[src/rtl/permutation_sequencer.sv]
// rtl/permutation_sequencer.sv - round sequencer for the ASCON permutation datapath
//
// Purpose: turns one start request into a run of p^a or p^b rounds, driving
// the datapath input select, round index and state-register enable, and
// pulses done_o on the cycle the permuted state is valid at the datapath output.
//
// Ports:
//   clock_i   in   1  system clock, rising edge
//   reset_i   in   1  asynchronous active-high reset
//   start_i   in   1  request a permutation run
//   mode_i    in   1  0: p^a (ROUNDS_A rounds), 1: p^b (ROUNDS_B rounds)
//   abort_i   in   1  synchronous abort of a run in progress
//   select_o  out  1  1: datapath loads external state, 0: feedback
//   round_o   out  4  round index to constant addition (0..11)
//   enable_o  out  1  datapath state-register enable
//   busy_o    out  1  run in progress
//   done_o    out  1  one-cycle completion pulse

module permutation_sequencer #(
  parameter int ROUNDS_A = 12,
  parameter int ROUNDS_B = 6
) (
  input  logic       clock_i,
  input  logic       reset_i,
  input  logic       start_i,
  input  logic       mode_i,
  input  logic       abort_i,
  output logic       select_o,
  output logic [3:0] round_o,
  output logic       enable_o,
  output logic       busy_o,
  output logic       done_o
);

  typedef enum logic [1:0] {
    S_IDLE  = 2'd0,
    S_FIRST = 2'd1,
    S_RUN   = 2'd2,
    S_DONE  = 2'd3
  } state_t;

  localparam logic [3:0] LAST_ROUND = 4'd11;
  // A run of N rounds always ends on index 11, so it starts at 12-N.
  localparam logic [3:0] START_A    = 4'(12 - ROUNDS_A);
  localparam logic [3:0] START_B    = 4'(12 - ROUNDS_B);

  state_t     r_state;
  state_t     w_state_next;
  logic [3:0] r_count;
  logic [3:0] w_count_next;
  logic [3:0] w_start_round;

  // The mode only matters at the accepting edge; the counter then encodes it.
  assign w_start_round = mode_i ? START_B : START_A;

  // State register
  always_ff @(posedge clock_i or posedge reset_i) begin
    if (reset_i) begin
      r_state <= S_IDLE;
      r_count <= 4'd0;
    end else begin
      r_state <= w_state_next;
      r_count <= w_count_next;
    end
  end

  // Next-state logic
  always_comb begin
    w_state_next = r_state;
    w_count_next = r_count;
    case (r_state)
      S_IDLE: begin
        if (start_i) begin
          w_state_next = S_FIRST;
          w_count_next = w_start_round;
        end
      end
      S_FIRST, S_RUN: begin
        // start_i is deliberately not looked at here: no queueing while busy.
        if (abort_i) begin
          w_state_next = S_IDLE;
          w_count_next = 4'd0;
        end else if (r_count == LAST_ROUND) begin
          // Counter stays at 11 so round_o keeps showing it in DONE.
          w_state_next = S_DONE;
        end else begin
          w_state_next = S_RUN;
          w_count_next = r_count + 4'd1;
        end
      end
      S_DONE: begin
        // abort_i is ignored in DONE, so a coincident start always wins.
        if (start_i) begin
          w_state_next = S_FIRST;
          w_count_next = w_start_round;
        end else begin
          w_state_next = S_IDLE;
          w_count_next = 4'd0;
        end
      end
      default: begin
        w_state_next = S_IDLE;
        w_count_next = 4'd0;
      end
    endcase
  end

  // Output decode from registered state only
  always_comb begin
    select_o = 1'b0;
    enable_o = 1'b0;
    busy_o   = 1'b0;
    done_o   = 1'b0;
    round_o  = 4'd0;
    case (r_state)
      S_FIRST: begin
        select_o = 1'b1;
        enable_o = 1'b1;
        busy_o   = 1'b1;
        round_o  = r_count;
      end
      S_RUN: begin
        enable_o = 1'b1;
        busy_o   = 1'b1;
        round_o  = r_count;
      end
      S_DONE: begin
        done_o  = 1'b1;
        round_o = LAST_ROUND;
      end
      default: begin
        round_o = 4'd0;
      end
    endcase
  end

endmodule

[config.mk]
export PLATFORM = sky130hd
export DESIGN_NAME = permutation_sequencer
export DESIGN_NICKNAME = d
export VERILOG_FILES = /design/src/rtl/permutation_sequencer.sv
export SDC_FILE = /design/constraint.sdc
export NUM_CORES = 1
export LEC_CHECK = 0
export ABC_AREA = 1
export BUFFER_PORTS_ARGS = -buffer_cell sky130_fd_sc_hd__buf_2
export CORE_AREA = 2 2 39 41
export CTS_BUF_LIST = sky130_fd_sc_hd__clkbuf_8
export DETAILED_ROUTE_END_ITERATION = 10
export DIE_AREA = 0 0 41 43
export PLACE_DENSITY = 0.69
export SLEW_MARGIN = 30
export SYNTH_ARGS = -nofsm -noshare
export SYNTH_HDL_FRONTEND = slang
export SYNTH_SLANG_ARGS = --single-unit
[constraint.sdc]
create_clock -name clock_i -period 1.75 [get_ports clock_i]
set_input_delay 0 -clock clock_i [delete_from_list [all_inputs] [get_ports clock_i]]
set_output_delay 0 -clock clock_i [all_outputs]
set_load 0.005 [all_outputs]
# Yosys cells after proc, flatten, opt, wreduce, memory -nomap -nowiden

Index checks and enable logic that the tools add are counted.

Bits of input ports: 5
Logic and storage cells: 27
Output and inout bits: 8
Flip-flop bits (word level): 6

Reduce and logical (&&, ||, !) cells: 3
Equal/unequal tests: 6
Add/subtract/negate cells: 1
Muxes and demuxes: 15

Operators with widths:

| kind                                                | number |
|---|---|
| two-way mux 4 bit                                   | 3 |
| case mux 4 bit (3 select lines)                     | 1 |
| case mux 4 bit (2 select lines)                     | 1 |
| two-way mux 3 bit                                   | 2 |
| case mux 2 bit (3 select lines)                     | 1 |
| two-way mux 1 bit                                   | 5 |
| adder 4 x 1 -> 4 bit, second input constant         | 1 |
| equality test 2 bit, second input constant          | 2 |
| equality test 4 bit, second input constant          | 1 |
| two-way mux 2 bit                                   | 2 |
| != test 3 bit, second input constant                | 1 |
| equality test 2 x 1 -> 1 bit, second input constant | 1 |
| zero test 2 bit                                     | 1 |
| != test 2 bit, second input constant                | 1 |
| AND reduction 2 bit                                 | 1 |
| OR reduction 2 bit                                  | 1 |

# Logic depth before layout (Yosys ltp)

Word-level depth: 4
Depth in mapped cells: 8
Depth with buffers taken out: 8

# Worst setup path after synthesis

OpenSTA, ideal clock, no wires.

Path kind: reg2reg
Start point: register r_state[0]
End point: register r_count[0]
Setup slack: 0.437 ns
Stages on the path, launching flop included: 9
Data required time: 1.676 ns
Arrival: 1.239 ns
Buffers on the path: 0
Clock period less this slack: 1.313 ns
Library setup time: 0.074 ns
Path through: dfrtp_1 inv_1 ha_1 inv_2 nor2_4 nand3_2 nand2_2 nand2_1 o21ai_2

Cells in the longest elaborated chain, start to end: 4
Elaborated cells between the ends (all ways): 9
Classes of those cells: eq/ne (5); mux (1); reduce/logical (3)

Ends and longest elaborated chain:

| what                                                                | RTL line | source |
|---|---|---|
| start, declared                                                     | 47       | `state_t r_state;` |
| start signal, assigned                                              | 62       | `r_state <= w_state_next;` |
| equality test 2 x 1 -> 1 bit or equality test 2 bit (tied branches) | 71       | `case (r_state)` |
| OR reduction 2 bit (no source line)                                 | n/a      |  |
| != test 3 bit (no source line)                                      | n/a      |  |
| AND reduction 2 bit (no source line)                                | n/a      |  |
| end signal, assigned                                                | 63       | `r_count <= w_count_next;` |
| end, declared                                                       | 49       | `logic [3:0] r_count;` |

Parallel ways exist; a longest one is shown, timed or not.
A chain may end at the register's enable or synchronous reset.

# Final worst setup path

Start point: register r_state[0]
End point: register r_count[3]

The elaborated chain is that of the path after synthesis.

==> impl_metrics.tcl <==
set metrics [dict create \
    fin_crit_sh 0.8272 \
    crit_path_end "r_count[3]" \
    grt_max_degree 9 \
    routed-via-count 462 \
    p_int_w 0.0005634 \
    io_pins 13 \
    drtIter0Drc 3 \
    worstSetupPathType "register to register" \
    die_w_um 41 \
    path_delay_family "adder cells" \
    swShare 0.4496 \
    clock_latency_ps 220 \
    dp_worst_setup_slack_ps 280.4 \
    required_ps 1900 \
    synth_top_area_frac 0.2920 \
    grt_usage 0.1371 \
    reg2regPathDepth 8 \
    syn-instance-count 74 \
    startpoint "r_state[0]" \
    route.detailed.wl_per_inst_um 9.657 \
    power_frac_comb 0.547 \
    clock_skew_ps 2.328 \
    slew_viol_final 0 \
    cts_setup_buffers 0 \
    hold_buffers 1 \
    cp_max_fo 8 \
    fill_cells 140 \
    finalSetupViolations 0 \
    p_clk_frac 0.197 \
    hold_class "input port to register" \
    grt_pass1_vias 405 \
    seq_power_share 0.255 \
    initial_core_util 0.3716 \
    htree_levels 1 \
    clk_pin_slew_worst_paths_ps 30 \
    path_cells "inv_1, ha_1, inv_2, nor2_4, nand3_2, nand2_2, nand2_1, o21ai_2" \
    portBuffers 12 \
    rr_endpoint "r_count[3]" \
    max_freq_mhz 690.8 \
    cts_buffer_depth 2 \
    synth_area_um2 514.2 \
    power.density_nw_per_um2 1604 \
    cts_tree "done" \
    slew_headroom 0.8266 \
    finalCriticalPeriod_ps 1448 \
    rsz0062_at_grt "false" \
    antenna_found_initial 0 \
    drtAntennaViolNets 0 \
    clock_sinks 6 \
    fin_nets 101 \
    syn-num-nets 84 \
    rows 14 \
    tns_ps 0 \
    p_switching_w 0.0004603 \
    seq_area_frac_synth 0.2920 \
    grt_first_pass_wirelength_mm 1.559 \
    post-place-cells 101 \
    yosysWarnings 0 \
    avgSynthCellArea_um2 6.949 \
    power.leakage_nw 0.3800 \
    min-delay-start "mode_i" \
    final_cells 105 \
    final_common_cell "nand2_1" \
    drcViolationCount 0 \
    tightestPinTransition_ps 260.1 \
    final_cell_mix "27 x nand2_1, 13 x inv_1, 12 x buf_2" \
    area_delta_synth_final_pct 24.09 \
    diodes 0 \
    gp_congestion 0.7482 \
    finalPower_w 0.001024 \
    yosysUniqueCellTypes 18 \
    ir_drop_mv 0.6130 \
    dpl.hpwl_um 874.4 \
    synthTopCellsByArea "dfrtp_1 29%, nand2_1 20%, ha_1 12%, inv_1 9.5%, nand3_2 3.9%" \
    die_h_um 43 \
    timing.final.ws_setup_ps 302.3 \
    endpoint_kind "register" \
    grt_overflow_total 0 \
    slowest_delay_ps 420 \
    startpoint_type "register" \
    drive_above_1_share 0.2809 \
    cts_root_buf "clkbuf_8" \
    postCtsResizedCells 0 \
    yosys.area.top_type "dfrtp_1" \
    crit_arrival_ps 1590 \
    reg2reg_slack_ps 300 \
    synth_seq_cells 6 \
    cpMaxStageDelayCell "ha_1" \
    crit_cells 8 \
    core_area_um2 1384 \
    drt-total-wl_mm 1.014 \
    dieArea_um2 1763 \
    firstDrtPassIters 5 \
    timing.rr.start "r_state[0]" \
    numCtsBuffers 3 \
    hold_viol 0 \
    cp_num_buf_inv 2 \
    status "finished, final reports clean" \
    max_cap_viol_count 0 \
    viasPerCell 4.400 \
]
[cell families (layout without fill, tap and decap cells)]
logic type      after synthesis  count (layout)  share of synthesized area
simple gates                 41              41                     0.3893
buf+inv                      16              31                     0.1241
compound gates                6               6                    0.07298
flops                         6               6                     0.2920
fa+ha+maj                     5               5                     0.1217
[metrics by stage]
step                  util  cell area [um2]  hold WS [ps]
finish              0.4611            638.1         97.07
global route        0.4611            638.1         130.5
CTS                 0.4611            638.1         99.75
detailed placement  0.4241            586.8        -82.65
global placement    0.4241            586.8        -79.71
floorplan                -            514.2        -209.0
[area by class of cell]
| class | count | area [um2] | share of cell area |
|---|---|---|---|
| Sequential cell | 6 | 150.1 | 0.2353 |
| Tap cell | 16 | 20.02 | 0.03137 |
| Clock buffer | 3 | 41.29 | 0.06471 |
| Inverter | 15 | 56.30 | 0.08824 |
| Multi-Input combinational cell | 52 | 300.3 | 0.4706 |
| Timing Repair Buffer | 13 | 70.07 | 0.1098 |
[per-layer routing]
metal	track usage	wire, um
met5	0	0
met4	0.06000	14
met3	0.04712	42
met2	0.2219	526
met1	0.1533	430
[worst min-delay path: cells and delay by family]
family | cells | cell delay, ps
and+or+nand+nor | 4 | 210
buffers and inverters | 1 | 70
[synth_stat cells (all sizes together)]
cell and n:
a21oi 3, buf 1, dfrtp 6, ha 5, inv 15, nand2 29
nand3 3, nand3b 1, nand4 2, nor2 6, o21ai 3
[how the worst min path moves through the flow]
stage | to | cells after the start | slack (ps)
4_1_cts | r_count[1] | 5 | 100
2_1_floorplan | r_count[0] | 1 | -210
5_1_grt | r_count[2] | 5 | 130
3_3_place_gp | r_count[2] | 2 | -80
3_5_place_dp | r_count[1] | 2 | -80
6_report | r_count[1] | 5 | 100
[power by group through the flow]
stage | sequential (W) | combinational (W) | clock [W]
final | 0.000261 | 0.000560 | 0.000202
after global placement | 0.000258 | 0.000551 | 0
after global routing | 0.000272 | 0.000649 | 0.000217
after floorplan | 0.000242 | 0.000428 | 0
after detailed placement | 0.000264 | 0.000568 | 0
after CTS | 0.000262 | 0.000571 | 0.000207
[state kept, by name, indices dropped and copies added, names as in the netlist]
name and cells:
r_state 2, r_count 4
(Power assumes the default switching activity.)
